--- config.mk ---
export PLATFORM = sky130hd
export DESIGN_NAME = affine_tap_acc_flat
export DESIGN_NICKNAME = d
export VERILOG_FILES = /design/src/rtl/affine_tap_acc_pkg.sv /design/src/rtl/affine_tap_acc_if.sv /design/src/rtl/affine_tap_acc_round_clip.sv /design/src/rtl/affine_tap_acc.sv /design/src/flat_wrapper.sv
export SDC_FILE = /design/constraint.sdc
export NUM_CORES = 1
export LEC_CHECK = 0
export BUFFER_PORTS_ARGS = -buffer_cell sky130_fd_sc_hd__buf_2
export CORE_UTILIZATION = 59
export DETAILED_ROUTE_END_ITERATION = 8
export PLACE_DENSITY_LB_ADDON = 0.15
export SYNTH_ARGS = -nofsm -noshare
export SYNTH_HDL_FRONTEND = slang
export SYNTH_SLANG_ARGS = --single-unit
--- constraint.sdc ---
create_clock -name clk -period 4.9 [get_ports clk]
set_input_delay 0.49 -clock clk [delete_from_list [all_inputs] [get_ports clk]]
set_output_delay 0.49 -clock clk [all_outputs]
set_load 0.005 [all_outputs]
--- src/rtl/affine_tap_acc_pkg.sv ---
// affine_pkg: shared defaults and FSM state type for the affine tap accumulator.
//   DEF_TAPS   taps accumulated per output sample
//   DEF_PROD_W signed width of one MCM tap product
//   DEF_ACC_W  signed accumulator width
//   DEF_SHIFT  normalisation shift (coefficients sum to 64)
//   DEF_OUT_W  signed output sample width
//   state_t    ACCUM: collecting taps, HOLD: result presented on out_sample
package affine_pkg;

  localparam int unsigned DEF_TAPS   = 6;
  localparam int unsigned DEF_PROD_W = 17;
  localparam int unsigned DEF_ACC_W  = 20;
  localparam int unsigned DEF_SHIFT  = 6;
  localparam int unsigned DEF_OUT_W  = 11;

  typedef enum logic {
    ACCUM = 1'b0,
    HOLD  = 1'b1
  } state_t;

endpackage

--- src/rtl/affine_tap_acc_if.sv ---
// affine_tap_acc_if: tap-product input stream plus result output stream.
//   in_valid/in_ready   handshake for one tap product
//   in_prod, in_neg     signed product magnitude and coefficient sign
//   in_clear            synchronous abort of the sample in progress
//   out_valid/out_ready handshake for a finished sample
//   out_sample          rounded, normalised result
// modport master: the producer/consumer around the accumulator.
// modport slave : the accumulator itself.
interface affine_tap_acc_if
  import affine_pkg::*;
#(
  parameter int unsigned PROD_W = DEF_PROD_W,
  parameter int unsigned OUT_W  = DEF_OUT_W
);

  logic                     in_valid;
  logic                     in_ready;
  logic signed [PROD_W-1:0] in_prod;
  logic                     in_neg;
  logic                     in_clear;
  logic                     out_valid;
  logic                     out_ready;
  logic signed [OUT_W-1:0]  out_sample;

  modport master (
    output in_valid, in_prod, in_neg, in_clear, out_ready,
    input  in_ready, out_valid, out_sample
  );

  modport slave (
    input  in_valid, in_prod, in_neg, in_clear, out_ready,
    output in_ready, out_valid, out_sample
  );

endinterface

--- src/rtl/affine_tap_acc_round_clip.sv ---
// affine_round_clip: combinational round-half-up, arithmetic shift and
// narrowing of a finished accumulator value.
//   acc    : signed accumulator value (ACC_W)
//   sample : (acc + 2^(SHIFT-1)) >>> SHIFT narrowed to OUT_W
// Build option AFFINE_TAP_ACC_CLIP_EN: saturate to the OUT_W signed range;
// otherwise keep the OUT_W LSBs (two's-complement wrap).
module affine_round_clip
  import affine_pkg::*;
#(
  parameter int unsigned ACC_W = DEF_ACC_W,
  parameter int unsigned SHIFT = DEF_SHIFT,
  parameter int unsigned OUT_W = DEF_OUT_W
) (
  input  logic signed [ACC_W-1:0] acc,
  output logic signed [OUT_W-1:0] sample
);

  // One guard bit so the rounding bias can never overflow the sum.
  localparam int unsigned SUM_W = ACC_W + 1;
  localparam logic signed [SUM_W-1:0] ROUND = SUM_W'(1) << (SHIFT - 1);

  logic signed [SUM_W-1:0] biased;
  logic signed [SUM_W-1:0] shifted;

  always_comb begin
    biased  = $signed({acc[ACC_W-1], acc}) + ROUND;
    shifted = biased >>> SHIFT;
  end

`ifdef AFFINE_TAP_ACC_CLIP_EN
  localparam logic signed [SUM_W-1:0] MAXV = SUM_W'((64'sd1 <<< (OUT_W - 1)) - 64'sd1);
  localparam logic signed [SUM_W-1:0] MINV = -MAXV - SUM_W'(1);

  always_comb begin
    if (shifted > MAXV) begin
      sample = OUT_W'(MAXV);
    end else if (shifted < MINV) begin
      sample = OUT_W'(MINV);
    end else begin
      sample = OUT_W'(shifted);
    end
  end
`else
  always_comb begin
    sample = OUT_W'(shifted);
  end
`endif

endmodule

--- src/rtl/affine_tap_acc.sv ---
// affine_tap_acc: accumulates TAPS signed MCM tap products (each added or
// subtracted by in_neg), then rounds/normalises the sum and presents it on
// out_sample with a valid/ready handshake.
//   clk  : single clock, all state on rising edge
//   rst  : asynchronous, active-high reset
//   bus  : affine_tap_acc_if.slave (tap input stream, result output stream)
// Build option AFFINE_TAP_ACC_CLIP_EN selects saturation in affine_round_clip.
module affine_tap_acc
  import affine_pkg::*;
#(
  parameter int unsigned TAPS   = DEF_TAPS,
  parameter int unsigned PROD_W = DEF_PROD_W,
  parameter int unsigned ACC_W  = DEF_ACC_W,
  parameter int unsigned SHIFT  = DEF_SHIFT,
  parameter int unsigned OUT_W  = DEF_OUT_W
) (
  input  logic           clk,
  input  logic           rst,
  affine_tap_acc_if.slave bus
);

  localparam int unsigned CNT_W = (TAPS > 1) ? $clog2(TAPS) : 1;

  state_t                  state_q, state_d;
  logic [CNT_W-1:0]        cnt_q, cnt_d;
  logic signed [ACC_W-1:0] acc_q, acc_d;
  logic signed [OUT_W-1:0] sample_q, sample_d;

  logic                    xfer;
  logic                    last_tap;
  logic signed [ACC_W-1:0] prod_ext;
  logic signed [ACC_W-1:0] acc_sum;
  logic signed [OUT_W-1:0] rounded;

  assign bus.out_valid  = (state_q == HOLD);
  assign bus.out_sample = sample_q;
  assign bus.in_ready   = (!bus.out_valid || bus.out_ready) && !bus.in_clear;

  assign xfer     = bus.in_valid && bus.in_ready;
  assign last_tap = (cnt_q == CNT_W'(TAPS - 1));

  // Tap 0 starts from zero rather than the previous acc, so a new sample can
  // begin on the same edge the previous result is handed off.
  always_comb begin
    prod_ext = {{(ACC_W - PROD_W){bus.in_prod[PROD_W-1]}}, bus.in_prod};
    acc_sum  = ((cnt_q == '0) ? '0 : acc_q) + (bus.in_neg ? -prod_ext : prod_ext);
  end

  affine_round_clip #(
    .ACC_W (ACC_W),
    .SHIFT (SHIFT),
    .OUT_W (OUT_W)
  ) u_round_clip (
    .acc    (acc_sum),
    .sample (rounded)
  );

  always_comb begin
    state_d  = state_q;
    cnt_d    = cnt_q;
    acc_d    = acc_q;
    sample_d = sample_q;
    if (bus.in_clear) begin
      state_d = ACCUM;
      cnt_d   = '0;
      acc_d   = '0;
    end else begin
      if ((state_q == HOLD) && bus.out_ready) begin
        state_d = ACCUM;
      end
      if (xfer) begin
        acc_d = acc_sum;
        if (last_tap) begin
          cnt_d    = '0;
          state_d  = HOLD;
          sample_d = rounded;
        end else begin
          cnt_d = cnt_q + CNT_W'(1);
        end
      end
    end
  end

  always_ff @(posedge clk or posedge rst) begin
    if (rst) begin
      state_q  <= ACCUM;
      cnt_q    <= '0;
      acc_q    <= '0;
      sample_q <= '0;
    end else begin
      state_q  <= state_d;
      cnt_q    <= cnt_d;
      acc_q    <= acc_d;
      sample_q <= sample_d;
    end
  end

endmodule

--- src/flat_wrapper.sv ---
// flat-port wrapper written by rule: the top's interface ports become plain ports
module affine_tap_acc_flat import affine_pkg::*;
#(
  parameter int unsigned TAPS   = DEF_TAPS,
  parameter int unsigned PROD_W = DEF_PROD_W,
  parameter int unsigned ACC_W  = DEF_ACC_W,
  parameter int unsigned SHIFT  = DEF_SHIFT,
  parameter int unsigned OUT_W  = DEF_OUT_W
)
  (clk, rst, bus_in_valid, bus_in_prod, bus_in_neg, bus_in_clear, bus_out_ready, bus_in_ready, bus_out_valid, bus_out_sample);
  affine_tap_acc_if #(.PROD_W(PROD_W), .OUT_W(OUT_W)) bus_i ();
  input  logic clk;
  input  logic rst;
  input wire logic [$bits(bus_i.in_valid)-1:0] bus_in_valid;
  input wire logic [$bits(bus_i.in_prod)-1:0] bus_in_prod;
  input wire logic [$bits(bus_i.in_neg)-1:0] bus_in_neg;
  input wire logic [$bits(bus_i.in_clear)-1:0] bus_in_clear;
  input wire logic [$bits(bus_i.out_ready)-1:0] bus_out_ready;
  output wire logic [$bits(bus_i.in_ready)-1:0] bus_in_ready;
  output wire logic [$bits(bus_i.out_valid)-1:0] bus_out_valid;
  output wire logic [$bits(bus_i.out_sample)-1:0] bus_out_sample;
  assign bus_i.in_valid = bus_in_valid;
  assign bus_i.in_prod = bus_in_prod;
  assign bus_i.in_neg = bus_in_neg;
  assign bus_i.in_clear = bus_in_clear;
  assign bus_i.out_ready = bus_out_ready;
  assign bus_in_ready = bus_i.in_ready;
  assign bus_out_valid = bus_i.out_valid;
  assign bus_out_sample = bus_i.out_sample;
  affine_tap_acc #(.TAPS(TAPS), .PROD_W(PROD_W), .ACC_W(ACC_W), .SHIFT(SHIFT), .OUT_W(OUT_W)) u_core (.clk(clk), .rst(rst), .bus(bus_i));
endmodule
==> impl.org, run 1 <==
** CTS
- In this run the deepest clock path goes through 2 buffers.
- Clock-pin slew was measured on the worst setup and hold paths at 70 ps.
- Number of post-CTS setup repair buffers :: 0
- TritonCTS built the clock tree.
- The clock drives 32 sinks.
- At the later pin of the worst-skew pair, clock insertion delay measures 290 ps.
- TritonCTS Buffers :: 5
- Hold repair after CTS inserted 0 buffers.
- The H-tree generated during clock tree synthesis spans 2 levels.
- Post-cts sizing count :: 0
- The tree is rooted in a clkbuf_8.

** Finish
- At the end of the flow, the number of nets in the layout was 403.
- Final antenna diode count :: 0
- Final-layout fill cell count :: 395
- For this run, the share of the core covered by cells in the final layout is 69.84%.
- Compared with the post-synthesis result, the final layout area differs by 12.15%.
- Share of layout cells above drive strength 1 :: 15.75%
- Leaving out fill and tap cells, the most frequent cell in the layout is buf_2.
- In the layout the commonest cells are 35 x buf_2, 32 x o21ai_0, 32 x dfrtp_1.
- After the flow finishes, the layout carries non-filler instances totaling 414.

** Yosys
- Counting flops with an async set or reset pin after synthesis yields a share of 100.0%.
- Distinct cell type count after synthesis :: 52
- The synthesized netlist occupies a cell area of 2749 µm².
- Ranked by total cell area, the synthesized netlist is headed by dfrtp_1 29%, ha_1 8.2%, xnor2_1 6.7%, o21ai_0 5.8%, nand3b_1 4.6%.
- Number of enable-type register cells in the synthesized netlist :: 0
- A synthesized cell averages 8.458 µm².
- Portion of the post-synthesis area used by sequential elements :: 29.13%
- dfrtp_1 takes more of the synthesized area than any other cell.
- Warnings, synthesis :: 0
- Synthesis produced a netlist whose cell count is 325.
- For this run, the leading register cell type out of synthesis is dfrtp_1.
- The number of nets handed over by synthesis was 367.
- Area share of the largest cell type after synthesis :: 29.13%
- Counting flops and latches in the post-synthesis netlist gives 32.

** STA
- Setup TNS after final layout :: 0 ps
- Static timing analysis puts the maximum clock frequency at 222.0 MHz.
- The final count of hold timing violations came to 0.
- Setup violation total in the final timing report :: 0
- The number of slew-limit violations in the final report is 0.
- Of the available clock period, the critical path in the final layout requires 91.94%.
- For the final database, setup skew stands at 10.29 ps.
- The tightest hold path in the finished design has a slack of 279.4 ps.
- Measured against its own limit, the worst slew margin works out to 21.55%.
- The worst path needs 4505 ps of the cycle, external delays included.
- Setup repair after global routing left no endpoint under its margin.
- For the pin with the worst max-slew slack, the measured transition is 1172 ps.

** Die
- Pin placement for this block handled 36 I/O pins.
- Starting density of the core :: 62.27%
- In this run the horizontal extent of the chip is 70.26 µm.
- In this run the vertical extent of the chip is 70.26 µm.
- Area enclosed by the die boundary :: 4936 µm²
- The floorplan has 24 rows.
- The core region is 4414 µm².

** Global routing
- The via count of the first global-routing pass is 2372.
- The number of antenna violations at the first check in global routing is 0.
- Entering global routing, the biggest net connects 33 pins.
- Residual overflow from global routing :: 0
- Total GRT Usage :: 26.01%
- Wire length of the first global-routing pass :: 10330 µm

** Placed design
- In this run the tool buffered the top-level ports with 35 buffer cells.
- Detailed placement finished with a half-perimeter wire length of 4538 µm.
- Routability cong. :: 0.8756
- After detailed placement, the design holds a cell count of 406.

** Run
- # Max-Cap Violations :: 0

** Setup path
- STA classifies the critical path startpoint as a primary input.
- Setup Crit Path Kind :: primary input to flip-flop
- Data arrival time at the worst-slack endpoint :: 4700 ps
- In this run the worst path has a maximum fanout of 6.
- At the worst endpoint, the required time is 5100 ps.
- Worst Setup End Kind :: flip-flop

** Route
- For this block, the initial DRC count from the detailed router was 135.
- After detailed routing, the average wire length per cell comes to 14.51 µm.
- Dividing the detail-routed via count by the number of cells gives 5.937.
- After detailed routing, the total wire length is 6007 µm.
- The detail route stage leaves a number of antenna-violating nets equal to 0.
- Vias after detailed routing :: 2458
- In the routed design, unresolved DRC markers number 0.
- The first detailed-routing pass ran for 4 iterations.

** Power
- After layout, the design draws a total of 828.8 µW.
- Total power density per cell area :: 268.8 nW/µm²
- Leak pwr :: 0.001444 µW
- IR Drop Worst-Case VDD :: 0.2249 mV

** Run status
- The run finished with clean final reports.

** Worst hold path
- The tightest min-delay check is of the primary input to asynchronous set/reset pin type.
==> metal layers <==
metal	GRT usage (%)	part of all wire, %
met1	33.30	44
met2	44.34	52
met3	4.762	3.0
met4	8.000	0.60
met5	0	0
==> path summary, 6_finish.rpt <==
kind / cells past startpoint / endpoint / from / slack (ps)
min in group clk: 2 / u_core.bus.out_sample[4] / u_core.bus.out_sample[4] / 510
max in group asynchronous: 3 / u_core.bus.out_valid / rst / 4330
hold reg to reg: 2 / u_core.bus.out_sample[4] / u_core.bus.out_sample[4] / 510
setup reg to reg: 14 / u_core.bus.out_sample[9] / u_core.cnt_q[0] / 860
hold / removal: 3 / u_core.acc_q[15] / rst / 280
setup / recovery: 14 / u_core.bus.out_sample[9] / bus_in_prod[2] / 400
==> logic make-up (layout without fill, tap and decap cells) <==
family	Yosys count	count (layout)	share of synthesized area [%]
simple gates	123	123	25.63
compound gates	92	92	21.71
xor+xnor	33	33	10.79
flops	32	32	29.13
buf+inv	25	62	3.414
fa+ha+maj	19	19	8.921
mux	1	1	0.4096
==> stage by stage <==
| step | setup slack, ps | area (µm²) |
|---|---|---|
| finish | 395.0 | 3083 |
| global route | 105.4 | 3083 |
| detailed placement | 121.6 | 2990 |
| CTS | 402.8 | 3083 |
| global placement | 271.8 | 2990 |
| floorplan | 536.1 | 2749 |
==> flip-flops by register name (all words and copies together) (netlist names) <==
name and cells:
u_core.bus.out_sample 11, u_core.cnt_q 3, u_core.acc_q 17, u_core.bus.out_valid 1
==> synthesized netlist by cell type (all sizes together) (2+ instances only) <==
cell type / instances
a2111oi: 2
or3: 3
nor3b: 2
ha: 18
nand2b: 7
o31ai: 5
nand3b: 17
nor2: 19
nand4: 2
nor2b: 19
o41ai: 2
o211ai: 2
a21oi: 21
nor3: 6
nand3: 5
dfrtp: 32
xnor2: 22
o311ai: 2
a21o: 9
nand2: 25
a31oi: 6
and2: 3
clkbuf: 11
nor4: 4
xor2: 11
or4: 5
inv: 14
o21ai: 32
==> power breakdown <==
group	total (µW)	switching, µW	leakage, µW	internal [µW]
combinational	319	186	0.000961	133
sequential	300	12.2	0.000432	288
clock	210	97.6	0.0000510	112
==> worst max-delay path, stage by stage <==
cell       delay, ps
buf_2            130
or4_4            550
or4_2            660
o21ai_0          300
xnor2_1          110
ha_1             370
and3_1           180
a22o_1           180
nor3_1            80
a2111oi_0        440
a311oi_1         180
or4_1            550
or3_1            310
a31oi_1          180
==> cell type report <==
type | count | area, µm² | area share [%]
Sequential cell | 32 | 800.8 | 25.97
Timing Repair Buffer | 40 | 212.7 | 6.899
Inverter | 14 | 52.55 | 1.705
Multi-Input combinational cell | 268 | 1859 | 60.31
Tap cell | 52 | 65.06 | 2.110
Clock buffer | 6 | 82.58 | 2.679
Clock inverter | 2 | 10.01 | 0.3247
Note: power is estimated with default switching activity, not from simulation.
==> run 2, diff against run 1 <==
--- a/config.mk
+++ b/config.mk
@@ -6,7 +6,8 @@
 export NUM_CORES = 1
 export LEC_CHECK = 0
 export BUFFER_PORTS_ARGS = -buffer_cell sky130_fd_sc_hd__buf_2
-export CORE_UTILIZATION = 59
+export CORE_UTILIZATION = 60
+export CTS_BUF_LIST = sky130_fd_sc_hd__clkbuf_8
 export DETAILED_ROUTE_END_ITERATION = 8
 export PLACE_DENSITY_LB_ADDON = 0.15
 export SYNTH_ARGS = -nofsm -noshare
==> run 2 against run 1 <==
Against the previous run:
- utilization grew 0.25 points
- first-iteration DRC count grew 52%
- clock power shrank 2%
- clock-buffer cell count is the same
- combinational power is essentially flat
- die area shrank 1.6%
- non-clock buffer count shrank 1
- critical path type unchanged
- largest power group unchanged
- highest routed layer unchanged
==> impl.org, run 2 (synthesis gave the netlist of run 1 again) <==
** Power
- Total power density per cell area :: 267.9 nW/µm² (-0.35%)
- The worst ir drop on vdd is 0.1974 mV (-12%).
- The clock network fraction of total power is 24.9% (-0.4 points).
- The proportion of total power due to net switching is 35.55% (-0.17 points).
- Combinational cell fraction of total power :: 38.6% (about the same)
- Power dissipated by switching net loads :: 292.6 µW (-1.2%)
- Leak pwr :: 0.001442 µW (about the same)
- The sequential share of power came to 36.5% (+0.3 points).
- Internal power summed over all cells :: 530.5 µW (-0.41%)

** CTS
- The tree is rooted in a clkbuf_8.
- Number of buffers on the longest clock path :: 2 (unchanged)
- TritonCTS Buffers :: 5 (unchanged)
- Count of clock tree sinks :: 32 (unchanged)
- Hold_buf cts :: 0 (unchanged)
- The register clock-pin slew on the reported worst setup and hold paths is 60 ps (about the same).
- The number of buffers inserted to repair setup after CTS is 0 (unchanged).
- Post-cts sizing count :: 0 (unchanged)
- H-tree level count :: 2 (unchanged)
- The clock latency on the worst-skew pair was 290 ps (about the same).
- Clock tree from TritonCTS :: built

** Placed design
- The quantity of I/O buffers inserted on ports is 35 (unchanged).
- The routability-driven placement congestion ratio is 0.9259 (+5.7%).
- Dpl hpwl :: 4556 µm (+0.39%)
- Worst Setup Slack post-DPL :: 179.1 ps (+57.55 ps)

** Finish
- Leaving out fill and tap cells, the most frequent cells in the layout are 35 x buf_2, 32 x o21ai_0, 32 x dfrtp_1.
- More flip-flops sit in one register than any other, and that register is u_core.acc_q.
- Layout net count :: 402 (-0.25%)
- The flip-flop count of the largest register, all copies and words added came to 17 (unchanged).
- The final cell utilization of the core came to 70.09% (+0.25 points).
- Commonest non-fill, non-tap cell in the layout :: buf_2
- The total of fill cells in the finished design is 380 (-3.8%).
- Share of layout cells above drive strength 1 :: 14.96% (-0.79 points)
- From synthesis to final layout, the design area changed by 11.79%.
- Final antenna diode count :: 0 (unchanged)

** Worst hold path
- The tightest min-delay check is of the primary input to asynchronous set/reset pin type.

** Global routing
- The maximum number of pins on one net before global-route repair was 33 (unchanged).
- The number of antenna violations at the first check in global routing is 0 (unchanged).
- Residual overflow from global routing :: 0 (unchanged)
- Total GRT Usage :: 26.46% (+0.45 points)
- Via count of the first global-routing pass :: 2392 (+0.84%)
- The wire length of the first global-routing pass is 10370 µm (+0.40%).

** Setup path
- The critical path goes through buf_2 -> or4_4 -> or4_2 -> o21ai_0 -> xnor2_1 -> ha_1 -> and3_1 -> a22o_1 -> nor3_1 -> a2111oi_0 -> a311oi_1 -> or4_1 -> or3_1 -> a31oi_1.
- CP Launch Point :: bus_in_prod[2]
- The worst setup path is captured at a flip-flop.
- Startpoint of the lowest-slack register-to-register path :: u_core.cnt_q[0]
- The worst setup path is launched from a primary input.
- Endpoint required time on the critical path :: 5110 ps (about the same)
- Largest stage delay on the critical path :: 640 ps (-20 ps)
- The critical path is of the primary input to flip-flop type.
- Maximum fanout along the worst path :: 6 (unchanged)
- Data arrival time at the worst-slack endpoint :: 4680 ps (-20 ps)
- On the critical path, the stage with the largest delay is an instance of or4_2.

** Die
- The horizontal die dimension was 69.69 µm (-0.81%).
- The total die area was 4856 µm² (-1.6%).
- Core area :: 4384 µm² (-0.68%)
- The count of standard-cell rows is 24 (unchanged).
- Boundary Pins :: 36 (unchanged)
- The height of the die is 69.69 µm (-0.81%).
- Starting density of the core :: 62.70% (+0.43 points)

** Route
- The starting DRC count in detailed routing came to 205 (+52%).
- The routed via count divided by cell count is 5.969 (+0.53%).
- The total detailed-routing wirelength was 5981 µm (-0.43%).
- Vias after detailed routing :: 2465 (+0.28%)
- The number of optimization iterations in the first detailed-route pass is 4 (unchanged).
- Drc violations :: 0 (unchanged)
- The count of nets left with antenna violations after detail routing is 0 (unchanged).
- The routed length per instance was 14.48 µm (-0.19%).

** STA
- The final worst clock skew came to 3.978 ps (-6.312 ps).
- Final setup margin :: 433.8 ps (+38.75 ps)
- Worst slew margin relative to its limit :: 24.98% (+3.4 points)
- Setup violation total in the final timing report :: 0 (unchanged)
- The final count of hold timing violations is 0 (unchanged).
- Setup TNS after final layout :: 0 ps (unchanged)
- Final cycle utilization of the critical path :: 91.15% (-0.79 points)
- Clock period minus worst slack :: 4466 ps (-38.75 ps)
- Setup repair after global routing missed its margin :: false
- The slew at the pin closest to its max-slew limit came to 1120 ps (-51.17 ps).
- The maximum frequency from static timing analysis is 223.9 MHz (+0.87%).
- The number of slew-limit violations in the final report was 0 (unchanged).

** Run
- The max-capacitance violation count came to 0 (unchanged).

** Run status
- The run finished with clean final reports.
-- run 2: cell count changes in the layout (fill, tap and decap cells not counted) --
cell      change
clkinv_2      -2
inv_1         +2
buf_4         -1
-- run 2: worst paths after layout --
kind                                                 end  slack (ps)  cells past startpoint
worst max register to register  u_core.bus.out_sample[9]         980                     14
min in group clk                u_core.bus.out_sample[4]         510                      2
worst min register to register  u_core.bus.out_sample[4]         510                      2
worst max-delay path            u_core.bus.out_sample[9]         430                     14
worst min-delay path                     u_core.acc_q[0]         280                      3
max in group asynchronous       u_core.bus.out_sample[8]        4320                      3
-- run 2: cell type report --
type,count,area [µm²],area share (%)
tap,52,65.06,2.117
clock buffer,6,82.58,2.687
sequential,32,800.8,26.06
clock inverter,2,7.507,0.2443
inverter,14,52.55,1.710
multi-input combinational,268,1859,60.50
timing repair buffer,39,205.2,6.678
-- run 2: layer usage --
metal / GRT usage, % / share of wire, %
met2: 46.06 / 50
met4: 9.556 / 2.3
met3: 4.215 / 3.3
met1: 33.15 / 44
met5: 0 / 0
-- run 2: worst max-delay path, delay by kind of cell --
| family | cells | cell delay (ps) |
|---|---|---|
| compound gates | 5 | 1240 |
| buf+inv | 1 | 130 |
| fa+ha+maj | 1 | 380 |
| xor+xnor | 1 | 100 |
| simple gates | 6 | 2330 |
-- run 2: power by group through the flow --
stage               combinational, µW  sequential, µW  clock [µW]
finish                            318             300         205
global route                      357             303         220
CTS                               319             300         210
detailed placement                316             305           0
global placement                  311             304           0
floorplan                         236             302           0
-- run 2: per-stage QoR --
stage	power [µW]	instance area [µm²]	std cells	hold WS (ps)
after global routing	880.2	3073	413	314.6
after floorplan	538.1	2749	325	472.2
after detailed placement	621.6	2983	405	492.6
final	823.1	3073	413	282.5
after CTS	828.5	3073	413	291.9
after global placement	614.7	2983	405	486.7
